## config.mk

```make
export PLATFORM = sky130hd
export DESIGN_NAME = gc_issue_scheduler
export DESIGN_NICKNAME = d
export VERILOG_FILES = /design/src/rtl/gc_issue_scheduler_pkg.sv /design/src/rtl/gc_issue_scheduler_scoreboard.sv /design/src/rtl/gc_issue_scheduler.sv
export SDC_FILE = /design/constraint.sdc
export NUM_CORES = 1
export LEC_CHECK = 0
export ABC_AREA = 1
export CORE_MARGIN = 2
export CORE_UTILIZATION = 55
export CTS_BUF_LIST = sky130_fd_sc_hd__clkbuf_4 sky130_fd_sc_hd__clkbuf_8
export DETAILED_ROUTE_END_ITERATION = 10
export PLACE_DENSITY = 0.79
export SLEW_MARGIN = 20
export SYNTH_ARGS = -nofsm -noshare
export SYNTH_HDL_FRONTEND = slang
export SYNTH_SLANG_ARGS = --single-unit
```

## constraint.sdc

```tcl
create_clock -name clk -period 9.61 [get_ports clk]
set_input_delay 1.922 -clock clk [delete_from_list [all_inputs] [get_ports clk]]
set_output_delay 1.922 -clock clk [all_outputs]
set_load 0.02 [all_outputs]
```

## src/rtl/gc_issue_scheduler_pkg.sv

```systemverilog
// Shared definitions for the garbled-circuit engine: pipeline depth and
// the issue-scheduler state encoding.
package gc_issue_scheduler_pkg;

  // Garbling pipeline depth (AES rounds) from issue to write-back.
  localparam int NR_AES = 10;

  typedef enum logic [1:0] {
    ST_IDLE  = 2'd0,
    ST_RUN   = 2'd1,
    ST_DRAIN = 2'd2,
    ST_DONE  = 2'd3
  } gc_state_e;

endpackage

```

## src/rtl/gc_issue_scheduler_scoreboard.sv

```systemverilog
// In-flight gate tracker: a D-deep shift register of {valid, gid} that
// advances every cycle. It answers two operand queries against every
// entry (the retiring tail included) and exposes the tail for write-back.
module gc_scoreboard
  import gc_issue_scheduler_pkg::*;
#(
  parameter int S = 20,
  parameter int D = NR_AES
) (
  input  logic         clk,
  input  logic         rst,
  input  logic         clr,
  input  logic         push,
  input  logic [S-1:0] push_gid,
  input  logic [S-1:0] q0_gid,
  input  logic [S-1:0] q1_gid,
  output logic         hit0,
  output logic         hit1,
  output logic         tail_valid,
  output logic [S-1:0] tail_gid
);

  logic [D-1:0] valid_r;
  logic [S-1:0] gid_r [D];

  // Shift the pipeline by one stage per cycle; clr drops every entry.
  always_ff @(posedge clk or posedge rst) begin
    if (rst) begin
      valid_r <= '0;
      for (int i = 0; i < D; i++) gid_r[i] <= '0;
    end else begin
      valid_r[0] <= push & ~clr;
      gid_r[0]   <= push_gid;
      for (int i = 1; i < D; i++) begin
        valid_r[i] <= valid_r[i-1] & ~clr;
        gid_r[i]   <= gid_r[i-1];
      end
    end
  end

  // Match both operand queries against all valid entries.
  always_comb begin
    hit0 = 1'b0;
    hit1 = 1'b0;
    for (int i = 0; i < D; i++) begin
      hit0 = hit0 | (valid_r[i] & (gid_r[i] == q0_gid));
      hit1 = hit1 | (valid_r[i] & (gid_r[i] == q1_gid));
    end
  end

  assign tail_valid = valid_r[D-1];
  assign tail_gid   = gid_r[D-1];

endmodule

```

## src/rtl/gc_issue_scheduler.sv

```systemverilog
// In-order gate issue scheduler for the garbling pipeline. Offers gates
// 0..gate_count-1 one at a time, holds a gate while any operand it reads
// is still being produced inside the pipeline, and reports retirement.
module gc_issue_scheduler
  import gc_issue_scheduler_pkg::*;
#(
  parameter int S = 20,
  parameter int D = NR_AES
) (
  input  logic         clk,
  input  logic         rst,
  input  logic         start,
  input  logic [S-1:0] gate_count,
  input  logic [S-1:0] input_size,
  input  logic         in0F,
  input  logic         in1F,
  input  logic [S-1:0] in0,
  input  logic [S-1:0] in1,
  output logic [S-1:0] gid,
  output logic         issue,
  output logic         stall,
  output logic         wb_en,
  output logic [S-1:0] wb_gid,
  output logic         busy,
  output logic         done,
  output logic [S-1:0] stall_cnt
);

  gc_state_e    state_r;
  logic [S-1:0] gid_r;
  logic [S-1:0] gate_count_r;
  logic [S-1:0] stall_cnt_r;
  logic         busy_r;
  logic         done_r;

  logic         hit0_s, hit1_s, hazard_s, run_s, issue_s, stall_s;
  logic         start_run_s, tail_valid_s;
  logic [S-1:0] q0_s, q1_s, tail_gid_s, last_gid_s;

  function automatic logic [S-1:0] sat_inc(input logic [S-1:0] v);
    if (v == {S{1'b1}}) sat_inc = v;
    else                sat_inc = v + S'(1);
  endfunction

  // Operand wire index -> producing gate index (gate outputs follow inputs).
  assign q0_s        = in0 - input_size;
  assign q1_s        = in1 - input_size;
  assign hazard_s    = (~in0F & hit0_s) | (~in1F & hit1_s);
  assign run_s       = (state_r == ST_RUN);
  assign issue_s     = run_s & ~hazard_s;
  assign stall_s     = run_s & hazard_s;
  assign start_run_s = (state_r == ST_IDLE) & start & (gate_count != '0);
  assign last_gid_s  = gate_count_r - S'(1);

  gc_scoreboard #(.S(S), .D(D)) u_sb (
    .clk       (clk),
    .rst       (rst),
    .clr       (start_run_s),
    .push      (issue_s),
    .push_gid  (gid_r),
    .q0_gid    (q0_s),
    .q1_gid    (q1_s),
    .hit0      (hit0_s),
    .hit1      (hit1_s),
    .tail_valid(tail_valid_s),
    .tail_gid  (tail_gid_s)
  );

  // Run-control FSM with registered gid, stall counter, busy and done.
  always_ff @(posedge clk or posedge rst) begin
    if (rst) begin
      state_r      <= ST_IDLE;
      gid_r        <= '0;
      gate_count_r <= '0;
      stall_cnt_r  <= '0;
      busy_r       <= 1'b0;
      done_r       <= 1'b0;
    end else begin
      done_r <= 1'b0;
      case (state_r)
        ST_IDLE: begin
          if (start && (gate_count != '0)) begin
            state_r      <= ST_RUN;
            gid_r        <= '0;
            stall_cnt_r  <= '0;
            gate_count_r <= gate_count;
            busy_r       <= 1'b1;
          end else if (start) begin
            state_r <= ST_DONE;
            busy_r  <= 1'b0;
          end else begin
            busy_r <= 1'b0;
          end
        end
        ST_RUN: begin
          if (issue_s && (gid_r == last_gid_s)) begin
            state_r <= ST_DRAIN;
          end else if (issue_s) begin
            gid_r <= gid_r + S'(1);
          end else begin
            stall_cnt_r <= sat_inc(stall_cnt_r);
          end
        end
        ST_DRAIN: begin
          // Gates retire in issue order, so the last gate leaving empties the pipe.
          if (tail_valid_s && (tail_gid_s == last_gid_s)) begin
            state_r <= ST_DONE;
            busy_r  <= 1'b0;
          end else begin
            busy_r <= 1'b1;
          end
        end
        ST_DONE: begin
          done_r  <= 1'b1;
          state_r <= ST_IDLE;
        end
        default: begin
          state_r <= ST_IDLE;
          busy_r  <= 1'b0;
        end
      endcase
    end
  end

  assign gid       = gid_r;
  assign issue     = issue_s;
  assign stall     = stall_s;
  assign wb_en     = tail_valid_s;
  assign wb_gid    = tail_gid_s;
  assign busy      = busy_r;
  assign done      = done_r;
  assign stall_cnt = stall_cnt_r;

endmodule
```

==> tab_implementation.tex <==
\begin{tabular}{lr}
\hline
Metric & Value \\
\hline
\multicolumn{2}{l}{\textbf{Yosys}} \\
\quad Post-Synthesis Mean Instance Area & 6.37 um2 \\
\quad Share of the yosys chip area belonging to registers & 34.6\% \\
\quad Count of unique library cells instantiated by Yosys & 39 \\
\quad Cells after Synth & around 3.1k \\
\quad FF+latch count, synth & approximately 270 \\
\quad Combined area of all synthesized cells & 0.0198 mm2 \\
\quad Total nets after synthesis & between 3k and 4k \\
\quad Warnings, synthesis & 0 \\
\multicolumn{2}{l}{\textbf{Global route}} \\
\quad Vias in the first global route & around 20k \\
\quad Largest net degree at the start of global routing & 174 \\
\quad Combined global-route utilization of all metal layers & approximately two fifths \\
\quad Total global routing overflow & 0 \\
\quad Wire length of the first global-routing pass & around 110 mm \\
\quad Initial antenna violation count & 3 \\
\multicolumn{2}{l}{\textbf{Finish}} \\
\quad Most common cell after layout, fill and taps aside & sky130\_fd\_sc\_hd\_\_nand2\_1 \\
\quad Final cell count without fillers & between 3k and 4k \\
\quad Commonest non-fill, non-tap cells in the layout & 1148 x sky130\_fd\_sc\_hd\_\_nand2\_1, 462 x sky130\_fd\_sc\_hd\_\_inv\_1, 348 x sky130\_fd\_sc\_hd\_\_nor2\_1 \\
\quad Number of antenna cells inserted & 0 \\
\quad Area used by multi-input combinational logic & $\sim$0.011 mm2 \\
\quad FF/Latch Area & approximately 0.0069 mm2 \\
\quad Area growth from synthesis to layout & 14.2\% \\
\quad Share of cells above drive strength 1 & under 10\% \\
\quad Number of fill cells in the layout & between 3k and 4k \\
\quad \# nets final & 3394 \\
\multicolumn{2}{l}{\textbf{Detailed routing}} \\
\quad Total via count after detailed routing & 21.2k \\
\quad 1st-pass router iterations & 6 \\
\quad Via count normalized by instance count & 5.64 \\
\quad Residual DRC & 0 \\
\quad DRT iter0 DRCs & 2275 \\
\quad Antenna-violating nets left & 0 \\
\quad Total routed wirelength & 74.9 mm \\
\quad Average routed wire per standard cell & $\sim$20 um \\
\multicolumn{2}{l}{\textbf{Placement}} \\
\quad HPWL Detailed & between 50 and 60 mm \\
\quad Cells after DPL & around 3.7k \\
\quad IO Port Bufs & around 150 \\
\quad Final RePlAce weighted congestion & approximately 1.0 \\
\multicolumn{2}{l}{\textbf{Setup path}} \\
\quad Data arrival time of the worst path & approximately 6.7 ns \\
\quad Critical Path Fanout Max & 10 \\
\quad Count of buffer and inverter cells on the critical path & 4 \\
\quad Cell with the largest stage delay on the worst path & sky130\_fd\_sc\_hd\_\_clkdlybuf4s50\_1 \\
\quad Type of the worst setup path & input pin to primary output \\
\quad Number of gates on the worst path with buffers counted & 25 \\
\quad R2R cell count & 17 \\
\quad Required arrival time at the worst endpoint & 7.69 ns \\
\quad Slack of the worst reg-to-reg path & roughly 5.8 ns \\
\quad Source of the worst register-to-register timing path & gate\_count\_r[0] \\
\quad Critical path startpoint & input\_size[0] \\
\quad Reg-to-reg endpoint & state\_r[1] \\
\quad Slowest Stage Delay on Critical Path & roughly 0.63 ns \\
\quad Timing endpoint of the critical path & stall \\
\quad Type of origin of the critical path & input pin \\
\quad Kind of cell adding the most delay to the critical path & simple AND/OR/NAND/NOR gates \\
\quad Critical Path Most Common Cell & sky130\_fd\_sc\_hd\_\_nand2\_1 \\
\quad Setup crit end kind & primary output \\
\multicolumn{2}{l}{\textbf{STA}} \\
\quad Fmax achieved & 116 MHz \\
\quad Final count of pins violating max slew & 0 \\
\quad Headroom to the max-slew limit & a little over a quarter \\
\quad Clock period minus final worst setup slack & 8.59 ns \\
\quad RSZ-0062 raised after global routing & false \\
\quad Clock Skews & 0.0218 ns \\
\quad Setup violators final & 0 \\
\quad Final period util & 89.4\% \\
\quad Count of final hold-check violations & 0 \\
\quad Worst-margin pin slew & around 1.1 ns \\
\quad Setup Total Neg Slack & 0 ns \\
\multicolumn{2}{l}{\textbf{CTS}} \\
\quad Cts repair resizes & 0 \\
\quad Later-pin clock latency in the skew report & around 0.61 ns \\
\quad Number of buffers on the longest clock path & 3 \\
\quad H-tree Lvls & 2 \\
\quad Library cell used as clock root buffer & sky130\_fd\_sc\_hd\_\_clkbuf\_8 \\
\quad Cts bufs inserted & 48 \\
\quad Total number of clock tree sinks & 274 \\
\quad CTS Hold Bufs & 0 \\
\quad Number of buffers added for setup after CTS & 0 \\
\quad Clock tree from TritonCTS & yes \\
\quad Clock-pin slew on the worst setup and hold paths & roughly 0.060 ns \\
\multicolumn{2}{l}{\textbf{Die}} \\
\quad I/O pin cnt & 150 \\
\quad Row count & 69 \\
\quad Area of the core region & 0.0356 mm2 \\
\quad Area of the die & about 0.038 mm2 \\
\quad Vertical extent of the die & roughly 190 um \\
\quad Horizontal extent of the die & between 150 and 200 um \\
\quad Effective utilization at floorplan & a little under three fifths \\
\multicolumn{2}{l}{\textbf{Power and ir drop}} \\
\quad Highest ir drop seen on vdd & around 0.18 mV \\
\quad Leakage Power & 12.2 nW \\
\quad Total power per unit cell area & 166 mW/mm2 \\
\multicolumn{2}{l}{\textbf{Outcome}} \\
\quad Run status & complete, no violations \\
\multicolumn{2}{l}{\textbf{Min path}} \\
\quad Worst hold path class & flip-flop to flip-flop \\
\multicolumn{2}{l}{\textbf{Flow run}} \\
\quad Max-capacitance violation count & 0 \\
\hline
\end{tabular}
synth_stat cells (all sizes together):
cell type	n	area, um2
fa	2	40.0
nor3	32	160
o211ai	14	105
o22ai	1	6.26
o31ai	2	15.0
a21oi	65	348
o21a	3	22.5
o21ai	76	380
clkbuf	12	45.0
nor2	350	1320
xnor2	6	52.6
buf	47	350
clkinv	1	3.75
o21bai	2	15.0
and2	2	12.5
xor2	93	815
nand3b	17	128
dfrtp	274	6860
or2	18	113
nand2	1192	4610
nand3	310	1580
nor4	16	100
ha	47	588
inv	474	1780
nand4	58	388
per-stage QoR:
stage               hold slack (ns)  instance area (um2)  power, mW  setup WS [ns]  utilization (%)
CTS                           0.397                22700       3.73           1.16             63.7
detailed placement            0.372                21600       2.52           1.17             60.7
global route                  0.406                22700       3.95          0.815             63.7
floorplan                     0.354                19800       2.12          0.136                -
global placement              0.363                21600       2.49           1.19             60.7
finish                        0.395                22700       3.77           1.02             63.7
worst min-delay path by stage:
stage / to / from / cells after the start / slack [ns]
detailed placement: u_sb.gid_r[112] / u_sb.gid_r[132] / 0 / 0.37
floorplan: u_sb.gid_r[112] / u_sb.gid_r[132] / 0 / 0.35
CTS: u_sb.tail_gid[14] / u_sb.gid_r[34] / 0 / 0.40
global route: u_sb.gid_r[102] / u_sb.gid_r[122] / 0 / 0.41
global placement: u_sb.tail_gid[2] / u_sb.gid_r[22] / 0 / 0.36
finish: u_sb.gid_r[102] / u_sb.gid_r[122] / 0 / 0.39
cell families (layout without fill, tap and decap cells):
group / Yosys count / after routing / share of synthesized area (%)
and+or+nand+nor: 1995 / 1995 / 42.4
adders and majority gates: 49 / 49 / 3.17
AOI/OAI and AO/OA: 163 / 163 / 4.50
buffers and inverters: 534 / 716 / 11.0
DFF: 274 / 274 / 34.6
xor gates and xnor gates: 99 / 99 / 4.37
where the power goes:
part / total, mW / internal, mW / switching, mW
logic: 1.17 / 0.361 / 0.813
clock network: 1.23 / 0.704 / 0.521
registers: 1.37 / 1.25 / 0.127
per-layer routing:
metal  vias to the layer above  global-route usage (%)  wire (um)
li1                       9948                       -          -
met1                      9838                    54.0      30400
met2                      1206                    62.4      33200
met3                       191                    5.43       7620
met4                         0                    17.5       3680
met5                         -                       0          0
final cells by class:
type / count / area share (%)
clock inverters: 6 / 0.381
flip-flops and latches: 274 / 30.3
clock buffers: 80 / 4.39
multi-input cells: 2306 / 47.7
well taps: 461 / 2.55
inverters: 475 / 7.91
repair buffers: 155 / 6.84
registers in the layout (all words and copies together), names as in the netlist:
register,flops
busy,1
done,1
gate_count_r,20
gid,20
stall_cnt,20
state_r,2
u_sb.gid_r,180
u_sb.tail_gid,20
u_sb.valid_r,10
worst register-to-register path, stage by stage (launching register included):
cell and delay, ns:
sky130_fd_sc_hd__dfrtp_1 0.43, sky130_fd_sc_hd__inv_1 0.18, sky130_fd_sc_hd__ha_1 0.25, sky130_fd_sc_hd__xor2_1 0.30, sky130_fd_sc_hd__xor2_1 0.23, sky130_fd_sc_hd__nand4_1 0.16, sky130_fd_sc_hd__nor2_1 0.16, sky130_fd_sc_hd__nand4_1 0.11
sky130_fd_sc_hd__nor3_1 0.31, sky130_fd_sc_hd__nand3_1 0.12, sky130_fd_sc_hd__nor2_1 0.12, sky130_fd_sc_hd__nand4_1 0.09, sky130_fd_sc_hd__nor2_1 0.16, sky130_fd_sc_hd__nand4_2 0.35, sky130_fd_sc_hd__buf_4 0.37, sky130_fd_sc_hd__nand2_1 0.11
sky130_fd_sc_hd__nand3_1 0.12, sky130_fd_sc_hd__o21ai_0 0.20
No activity file was read; power rests on OpenSTA's default activity.
